==> config.mk <==
export PLATFORM = sky130hd
export DESIGN_NAME = tour_cmd_sequencer
export DESIGN_NICKNAME = d
export VERILOG_FILES = /design/src/rtl/knight_pkg.sv /design/src/rtl/tour_cmd_sequencer.sv
export SDC_FILE = /design/constraint.sdc
export NUM_CORES = 1
export LEC_CHECK = 0
export CAP_MARGIN = 0
export CORE_MARGIN = 8
export CORE_UTILIZATION = 25
export CTS_CLUSTER_SIZE = 12
export DETAILED_ROUTE_END_ITERATION = 10
export GPL_TIMING_DRIVEN = 1
export SLEW_MARGIN = 20
export SYNTH_ARGS = -nofsm -noshare
export SYNTH_HDL_FRONTEND = slang
export SYNTH_SLANG_ARGS = --single-unit
==> constraint.sdc <==
create_clock -name clk -period 2.4 [get_ports clk]
set_input_delay 0.48 -clock clk [delete_from_list [all_inputs] [get_ports clk]]
set_output_delay 0.48 -clock clk [all_outputs]
set_load 0.05 [all_outputs]
==> src/rtl/knight_pkg.sv <==
// Shared constants, FSM state type and one-hot move decode for the knight's-tour command path.
package knight_pkg;

    localparam logic [3:0] MOVE    = 4'h2;
    localparam logic [3:0] MOVE_FF = 4'h3;

    localparam logic [7:0] HD_N = 8'h00;
    localparam logic [7:0] HD_W = 8'h3F;
    localparam logic [7:0] HD_S = 8'h7F;
    localparam logic [7:0] HD_E = 8'hBF;

    localparam logic [7:0] RESP_DONE = 8'hA5;
    localparam logic [7:0] RESP_ACK  = 8'h5A;

    typedef enum logic [2:0] {IDLE, LEG1, WAIT1, LEG2, WAIT2} state_e;

    // leg=0: two-square move leg, leg=1: one-square fanfare leg. Lowest set bit wins.
    function automatic logic [15:0] decode_leg(input logic [7:0] mv, input logic leg);
        logic [2:0] b;
        logic [7:0] h1;
        logic [7:0] h2;
        b = 3'd0;
        for (int i = 7; i >= 0; i--)
            if (mv[i]) b = 3'(i);
        h1 = HD_N;
        h2 = HD_W;
        case (b)
            3'd0: begin h1 = HD_N; h2 = HD_W; end
            3'd1: begin h1 = HD_N; h2 = HD_E; end
            3'd2: begin h1 = HD_W; h2 = HD_N; end
            3'd3: begin h1 = HD_W; h2 = HD_S; end
            3'd4: begin h1 = HD_S; h2 = HD_W; end
            3'd5: begin h1 = HD_S; h2 = HD_E; end
            3'd6: begin h1 = HD_E; h2 = HD_N; end
            default: begin h1 = HD_E; h2 = HD_S; end
        endcase
        return leg ? {MOVE_FF, h2, 4'd1} : {MOVE, h1, 4'd2};
    endfunction

endpackage

==> src/rtl/tour_cmd_sequencer.sv <==
// Arbitrates cmd_proc between the UART path (idle pass-through) and tour playback,
// expanding each one-hot solver move into a move leg and a move-with-fanfare leg.
module tour_cmd_sequencer
    import knight_pkg::*;
#(
    parameter int NUM_MOVES = 24
) (
    input  logic        clk,
    input  logic        rst_n,
    input  logic [15:0] cmd_UART,
    input  logic        cmd_rdy_UART,
    output logic        clr_cmd_rdy_UART,
    input  logic        start_tour,
    input  logic [7:0]  move,
    output logic [4:0]  mv_indx,
    output logic [15:0] cmd,
    output logic        cmd_rdy,
    input  logic        clr_cmd_rdy,
    input  logic        send_resp,
    output logic [7:0]  resp,
    output logic        send_resp_o,
    output logic        tour_err
);

    localparam logic [4:0] LAST = 5'(NUM_MOVES - 1);

    state_e      state_q, state_d;
    logic [4:0]  mv_indx_q, mv_indx_d;
    logic [15:0] leg_cmd_q, leg_cmd_d;
    logic        tour_err_q, tour_err_d;
    logic        last;
    logic [15:0] leg_now;

    always_ff @(posedge clk or negedge rst_n) begin
        if (!rst_n) begin
            state_q    <= IDLE;
            mv_indx_q  <= 5'd0;
            leg_cmd_q  <= 16'h0000;
            tour_err_q <= 1'b0;
        end else begin
            state_q    <= state_d;
            mv_indx_q  <= mv_indx_d;
            leg_cmd_q  <= leg_cmd_d;
            tour_err_q <= tour_err_d;
        end
    end

    assign last    = (mv_indx_q == LAST);
    // Decode is taken from the live solver output so a freshly bumped index is used at once.
    assign leg_now = decode_leg(move, state_q == LEG2);

    always_comb begin
        state_d          = state_q;
        mv_indx_d        = mv_indx_q;
        leg_cmd_d        = leg_cmd_q;
        tour_err_d       = 1'b0;
        cmd              = leg_cmd_q;
        cmd_rdy          = 1'b0;
        clr_cmd_rdy_UART = 1'b0;
        resp             = RESP_ACK;
        case (state_q)
            IDLE: begin
                cmd              = cmd_UART;
                cmd_rdy          = cmd_rdy_UART;
                clr_cmd_rdy_UART = clr_cmd_rdy;
                resp             = RESP_DONE;
                if (start_tour) begin
                    mv_indx_d = 5'd0;
                    state_d   = LEG1;
                end
            end
            LEG1, LEG2: begin
                if (state_q == LEG2 && last) resp = RESP_DONE;
                if (move == 8'h00) begin
                    tour_err_d = 1'b1;
                    state_d    = IDLE;
                end else begin
                    cmd       = leg_now;
                    cmd_rdy   = 1'b1;
                    leg_cmd_d = leg_now;
                    if (clr_cmd_rdy) begin
                        if (state_q == LEG1) begin
                            state_d = send_resp ? LEG2 : WAIT1;
                        end else if (!send_resp) begin
                            state_d = WAIT2;
                        end else if (last) begin
                            state_d = IDLE;
                        end else begin
                            mv_indx_d = 5'(mv_indx_q + 5'd1);
                            state_d   = LEG1;
                        end
                    end
                end
            end
            WAIT1: begin
                if (send_resp) state_d = LEG2;
            end
            WAIT2: begin
                if (last) resp = RESP_DONE;
                if (send_resp) begin
                    if (last) begin
                        state_d = IDLE;
                    end else begin
                        mv_indx_d = 5'(mv_indx_q + 5'd1);
                        state_d   = LEG1;
                    end
                end
            end
            default: state_d = IDLE;
        endcase
    end

    assign mv_indx     = mv_indx_q;
    assign tour_err    = tour_err_q;
    assign send_resp_o = send_resp;

endmodule

==> metrics.md, run 1 <==
| Metric | Value |
|---|---|
| RSZ-0062 raised after global routing | yes |
| Die footprint | around 0.0093 mm2 |
| Fmax | between 400 and 500 MHz |
| Routed wire per std cell | 14.73 um |
| Syn nets | approximately 220 |
| Critical path fanouts, max | 5 |
| Reg2reg setup slack | 0.52 ns |
| GRT Max-Usage Layer | met2 |
| Setup violators final | 0 |
| Hold Violations, Final | 0 |
| DRC | 0 |
| Crit path time final | 2.356 ns |
| Final count of pins violating max slew | 0 |
| Synth top area cells | dfrtp_1 (39%), nand2_1 (8.3%), nor2_1 (4.6%), buf_4 (4.2%), o211ai_1 (3.2%) |
| Final Util | 46.00% |
| Cells after synthesis | around 190 |
| Core ar. | 0.006314 mm2 |
| Antenna diodes | 0 |
| GR met3 Demand/Resource | between 2 and 2.5% |
| GP Congestion | approximately 0.84 |
| Root buffer cell | clkbuf_8 |
| Grt met1 use | 14.27% |
| Vias per cell | a little under 5 |
| Synth top area share | approximately 39% |
| Vias in the first global route | between 1,500 and 2,000 |
| Critical Setup Path Class | in2out |
| Grt ovf | 0 |
| Largest net degree at the start of global routing | 26 |
| Avg Inst Size Synth | ~8.5 um2 |
| TritonRoute pass-1 iters | 4 |
| Die Y | 96.60 um |
| PortBufs | between 60 and 70 |
| Clk_skew | between 0.01 and 0.015 ns |
| FF+latch count, synth | 25 |
| CTS buffer count | 3 |
| Remaining antenna violation count | 0 |
| Share of layout cells above drive strength 1 | 41.98% |
| Post-Syn Area | between 0.0015 and 0.002 mm2 |
| H-tree depth | 1 |
| Starting density of the core | 25.72% |
| Startpoint types | primary input |
| Synth warnings | 0 |
| Period utilization | 98.16% |
| CTS max path bufs | 2 |
| Die Span X | roughly 97 um |
| CTS Hold Buffers Added | 0 |
| Worst-Margin Slew | approximately 0.5 ns |
| Status | completed |
| Maximum VDD drop | around 600 uV |
| Slew margin rel. | between 60% and 70% |
| First-pass GRT wire length | 8.976 mm |
| Fin area | around 0.0029 mm2 |
| 1st-iter DRT viols | between 100 and 150 |
| Final WL | 5.449 mm |
| Row count | 29 |
| Post-DP HPWL | 4.095 mm |
| Met2 usage | between 10% and 20% |
| Worst EP required | about 1.9 ns |
| Worst min-delay path category | reg2reg |
| Initial antenna violation count | 0 |
| Top-level I/O count | 63 |
| TritonCTS clock tree | done |
| Worst EP arrival | between 1.5 and 2 ns |
| Reg clk slew, reported paths | 0.09 ns |
| Seq/Total Area, Yosys | 38.52% |
| Yosys top cell by area | dfrtp_1 |
| Leak Pwr | between 0.001 and 0.0015 uW |
| TritonCTS Sinks | 25 |
| Clock Latency Late Sink | between 0.2 and 0.3 ns |
| Overall Global Routing Usage | a little under an eighth |
| DR vias | approximately 1,800 |
| Placed cell area | around 0.0027 mm2 |
| Power per cell area | between 1000 and 1500 mW/mm2 |
| Critical Path End Type | output pin |
| Layout area overhead | 78.81% |
| Post-synth cell types | 45 |
| Max Cap Viol | 0 |
| Nets | 325 |
power breakdown:
group	leakage (uW)	total [uW]	switching [uW]	internal (uW)
clock network	0.0000255	254	138	116
logic	0.000977	3140	1860	1280
registers	0.000312	645	92.2	553
total	0.00131	4040	2090	1950
synthesized netlist by cell type:
master	n
dfrtp_1	25
o2111ai_1	1
o21ai_1	6
nor2b_2	1
or2_1	1
a41o_1	1
nor3_1	1
nand4b_1	1
o31ai_1	4
clkbuf_1	1
nand3b_1	1
inv_1	7
buf_2	3
o22ai_1	2
o41ai_2	1
a21oi_1	8
o2bb2a_1	1
o21ai_0	9
o211ai_1	7
mux2_2	4
buf_4	9
nand2b_4	1
nand3_1	4
nand4_1	2
and2_1	5
a211o_1	1
nor2b_1	3
ha_1	1
o221ai_2	1
o22ai_2	1
buf_6	2
a31oi_1	4
nand2_1	36
nand2b_1	2
and3_1	1
nor2_2	2
a22oi_1	5
a22o_1	1
nand2_2	1
nor4_4	1
buf_1	1
nor2_1	20
a41oi_1	1
a21boi_4	1
nand3_2	1
through the flow:
stage	hold slack (ns)	setup TNS [ns]	total power, uW	instances	setup slack, ns
final	0.4691	0	4036	370	0.04423
after global routing	0.4864	-0.03499	4261	370	-0.02172
after CTS	0.4719	0	3976	359	0.009184
after detailed placement	0.4459	-5.421	3608	347	-0.3761
after global placement	0.4438	-4.789	3581	347	-0.3407
after floorplan	0.1844	-2.330	2533	192	-0.4201
worst max-delay path, cell delays in order:
cell and delay, ns:
buf_8 0.10, nor4_4 0.29, buf_4 0.17, and3_4 0.23, a21oi_2 0.06, o211ai_1 0.29, clkbuf_16 0.23
cell type report:
type,count,area [um2]
inverter,7,30.03
multi-input combinational,145,957.2
tap,77,96.34
clock inverter,1,5.005
timing repair buffer,112,1142
clock buffer,3,41.29
fill,618,3410
sequential,25,631.9
per-layer routing:
metal,share of wire [%],routed length [um]
met5,0,0
met4,0.68,37
met3,3.2,172
met2,51,2777
met1,45,2462
cells by family after synthesis:
family                   count (synthesis)  share of synthesized area, %
flip-flops                              25                         38.52
adder cells (fa/ha/maj)                  1                        0.7703
multiplexers                             4                         2.773
buffers and inverters                   23                         8.551
AND/OR/NAND/NOR                         84                         25.35
AO/OA/AOI/OAI                           55                         24.04
sequential cells by signal (all words and copies together) (netlist names):
| name | cells |
|---|---|
| state_q | 3 |
| mv_indx | 5 |
| tour_err | 1 |
| leg_cmd_q | 16 |
what timing repair did:
action	CTS	global route
endpoints found under the setup margin	21	12
pin swaps	9	8
resized for setup	34	20
gates cloned	1	0
buffers inserted	7	11
final timing paths:
| path | start | end | depth (start not counted) |
|---|---|---|---|
| setup / recovery | move[3] | cmd[10] | 7 |
| hold / removal | leg_cmd_q[13] | leg_cmd_q[13] | 1 |
| setup reg to reg | state_q[2] | mv_indx[3] | 7 |
| hold reg to reg | leg_cmd_q[13] | leg_cmd_q[13] | 1 |
| max in group asynchronous | rst_n | mv_indx[3] | 2 |
| min in group asynchronous | rst_n | state_q[1] | 2 |
cells in the final DEF (no fill, tap or decap), drive strengths merged, types with 4 or more instances in the layout:
master / synthesis / final
a21oi: 8 / 8
a22oi: 5 / 5
a31oi: 4 / 4
and2: 5 / 5
buf: 15 / 79
clkbuf: 1 / 8
clkdlybuf4s50: 0 / 27
dfrtp: 25 / 25
inv: 7 / 6
mux2: 4 / 4
nand2: 37 / 38
nand3: 5 / 5
nor2: 22 / 22
nor2b: 4 / 4
o211ai: 7 / 7
o21ai: 15 / 15
o31ai: 4 / 4
Note: power is estimated with default switching activity, not from simulation.
==> run 2: changes to the inputs <==
- PLACE_DENSITY_LB_ADDON: default -> 0.12
==> run 2 against run 1 <==
Net effect:
- clock skew down 0.0027 ns
- count of clock-buffer cells in the layout unchanged
- global-route usage about the same
- critical path type is now reg2out
- largest cell class unchanged
- largest power group unchanged
==> metrics.md, run 2 (synthesized netlist as in run 1, its figures left out) <==
| Metric | Value |
|---|---|
| Worst EP arrival | 1.85 ns (-0.03 ns) |
| Slew margin rel. | 65.80% (-0.43 points) |
| Critical Path End Type | output pin |
| Die Y | 96.60 um (unchanged) |
| Startpoint types | flop |
| PortBufs | 62 (unchanged) |
| Initial antenna violation count | 0 (unchanged) |
| Overall Global Routing Usage | 11.27% (-0.034 points) |
| Comb power frac | 77.7% (about the same) |
| Fin area | 0.002999 mm2 (+3.3%) |
| Final count of pins violating max slew | 0 (unchanged) |
| Fmax | 429.1 MHz (+1.1%) |
| Share of layout cells above drive strength 1 | 45.27% (+3.3 points) |
| Vias per cell | 4.681 (-2.7%) |
| Commonest non-fill, non-tap cells in the layout | buf_4 (64), nand2_1 (30), clkdlybuf4s50_1 (27) |
| Most common cell after layout, fill and taps aside | buf_4 |
| Critical path fanouts, max | 5 (unchanged) |
| Hold Violations, Final | 0 (unchanged) |
| Die Span X | 96.60 um (unchanged) |
| Maximum VDD drop | 633.0 uV (+3.4%) |
| Power per cell area | 1392 mW/mm2 (+0.16%) |
| CTS Hold Buffers Added | 0 (unchanged) |
| CP max-delay cell | dfrtp_1 |
| GP Congestion | 0.7914 (-5.7%) |
| Reg2reg setup slack | 0.45 ns (-0.07 ns) |
| Crit-path cells | nor2b_4 > nand4_1 > buf_4 > a211o_1 > o211ai_1 > clkbuf_16 |
| Max Cap Viol | 0 (unchanged) |
| Pre-CTS setup slack | -0.4037 ns (-0.02759 ns) |
| Setup violators final | 0 (unchanged) |
| Sw Pwr | 2168 uW (+4.0%) |
| DR vias | 1,746 (-1.9%) |
| Nets | 328 (+0.92%) |
| R2r worst-path depth | 9 (+2) |
| H-tree depth | 1 (unchanged) |
| RSZ-0062 raised after global routing | yes |
| Worst R2R Start | mv_indx[1] |
| Vias in the first global route | 1,761 (-1.8%) |
| Post-DP HPWL | 4.238 mm (+3.5%) |
| Starting density of the core | 25.72% (unchanged) |
| Final hold slack | 0.4809 ns (+0.01178 ns) |
| TritonCTS Sinks | 25 (unchanged) |
| Root buffer cell | clkbuf_8 |
| CP top delay family | flip-flops |
| DRC | 0 (unchanged) |
| Worst EP required | 1.92 ns (about the same) |
| Worst-Margin Slew | 0.5114 ns (+0.006472 ns) |
| Grt ovf | 0 (unchanged) |
| Min-Delay Endpoint | leg_cmd_q[2] |
| Hold path startpoint | leg_cmd_q[2] |
| Status | completed |
| Crit path time final | 2.330 ns (-0.02555 ns) |
| 1st-iter DRT viols | 64 (-38%) |
| Leak Pwr | 0.001347 uW (+2.5%) |
| Routed wire per std cell | 14.95 um (+1.5%) |
| Clock share of power | 6.3% (about the same) |
| CTS buffer count | 3 (unchanged) |
| Die footprint | 0.009332 mm2 (unchanged) |
| Largest net degree at the start of global routing | 26 (unchanged) |
| Cells on Worst Hold Path | 1 (unchanged) |
| Max reg flops | 16 (unchanged) |
| Flop pwr share | 16.0% (about the same) |
| Layout area overhead | 84.67% |
| Core ar. | 0.006314 mm2 (unchanged) |
| Sw frac | 51.94% (+0.26 points) |
| Slowest stage delay, CP | 0.43 ns (+0.14 ns) |
| CTS max path bufs | 2 (unchanged) |
| Top-level I/O count | 63 (unchanged) |
| Clock Latency Late Sink | 0.28 ns (about the same) |
| Reg clk slew, reported paths | 0.10 ns (about the same) |
| CP Buf/Inv Count | 2 (-1) |
| Worst min-delay path category | reg2reg |
| Final WL | 5.577 mm (+2.3%) |
| Final setup margin | 0.06978 ns (+0.02555 ns) |
| Clk_skew | 0.007676 ns (-0.002680 ns) |
| Antenna diodes | 0 (unchanged) |
| Tot Pwr | 4175 uW (+3.4%) |
| First-pass GRT wire length | 8.921 mm (-0.61%) |
| Placed cell area | 0.002685 mm2 (+1.1%) |
| TritonRoute pass-1 iters | 4 (unchanged) |
| Fill cell count | 624 (+0.97%) |
| Critical Setup Path Class | reg2out |
| Largest register by flop count | leg_cmd_q |
| Period utilization | 97.09% (-1.1 points) |
| Int Pwr | 2006 uW (+2.9%) |
| RR Endpoint | state_q[0] |
| TritonCTS clock tree | done |
| Row count | 29 (unchanged) |
| Remaining antenna violation count | 0 (unchanged) |
==> run 2: cell count changes in the layout (fill, tap and decap cells not counted), sizes merged <==
cell	previous run	this run
buf	79	85
clkbuf	8	5
clkinv	1	0
clkinvlp	1	2
==> run 2: how the worst max path moves through the flow <==
stage,from,to,slack [ns],cells past startpoint
3_5_place_dp,move[7],cmd[8],-0.40,7
2_1_floorplan,mv_indx[0],resp[3],-0.42,7
6_report,state_q[0],cmd[10],0.07,6
3_3_place_gp,move[6],cmd[5],-0.40,7
5_1_grt,mv_indx[1],resp[1],-0.02,6
4_1_cts,state_q[2],cmd[8],0.004,6
==> run 2: per-stage QoR <==
stage,std cells,TNS [ns],util [%]
5_1_grt,373,-0.1158,47.50
3_5_place_dp,351,-5.758,42.53
3_3_place_gp,351,-5.596,42.53
6_report,373,0,47.50
4_1_cts,360,0,45.09
2_1_floorplan,192,-2.330,-
==> run 2: metal layers <==
layer | global-route usage [%] | vias up | part of all wire [%]
li1 | - | 878 | -
met1 | 14.60 | 808 | 47
met2 | 17.81 | 54 | 46
met3 | 3.058 | 6 | 5.9
met4 | 3.077 | 0 | 0.91
met5 | 0 | - | 0
==> run 2: power groups by stage <==
| stage | Clock, uW | Combinational, uW | Sequential [uW] |
|---|---|---|---|
| 2_1_floorplan | 0 | 1840 | 690 |
| 3_3_place_gp | 0 | 2960 | 665 |
| 5_1_grt | 293 | 3430 | 686 |
| 6_report | 265 | 3240 | 668 |
| 4_1_cts | 277 | 3090 | 669 |
| 3_5_place_dp | 0 | 2970 | 664 |
==> run 2: what timing repair did <==
item | in CTS | in global routing
gates cloned | 1 | 0
buffers inserted | 4 | 13
endpoints found under the setup margin | 21 | 18
pin swaps | 14 | 14
gates resized for setup | 51 | 23
==> run 2: layout make-up <==
| class | count | area (um2) | share of cell area, % |
|---|---|---|---|
| repair buffers | 115 | 1160 | 38.67 |
| multi-input cells | 145 | 1031 | 34.38 |
| flip-flops and latches | 25 | 633.1 | 21.11 |
| well taps | 77 | 96.34 | 3.212 |
| clock buffers | 3 | 41.29 | 1.377 |
| inverters | 7 | 30.03 | 1.001 |
| clock inverters | 1 | 7.507 | 0.2503 |
==> run 3: changes to the inputs <==
- GPL_ROUTABILITY_DRIVEN: default -> 1
==> results of run 3 <==
Same layout as run 2: the final DEF is identical, and so are final timing and power.
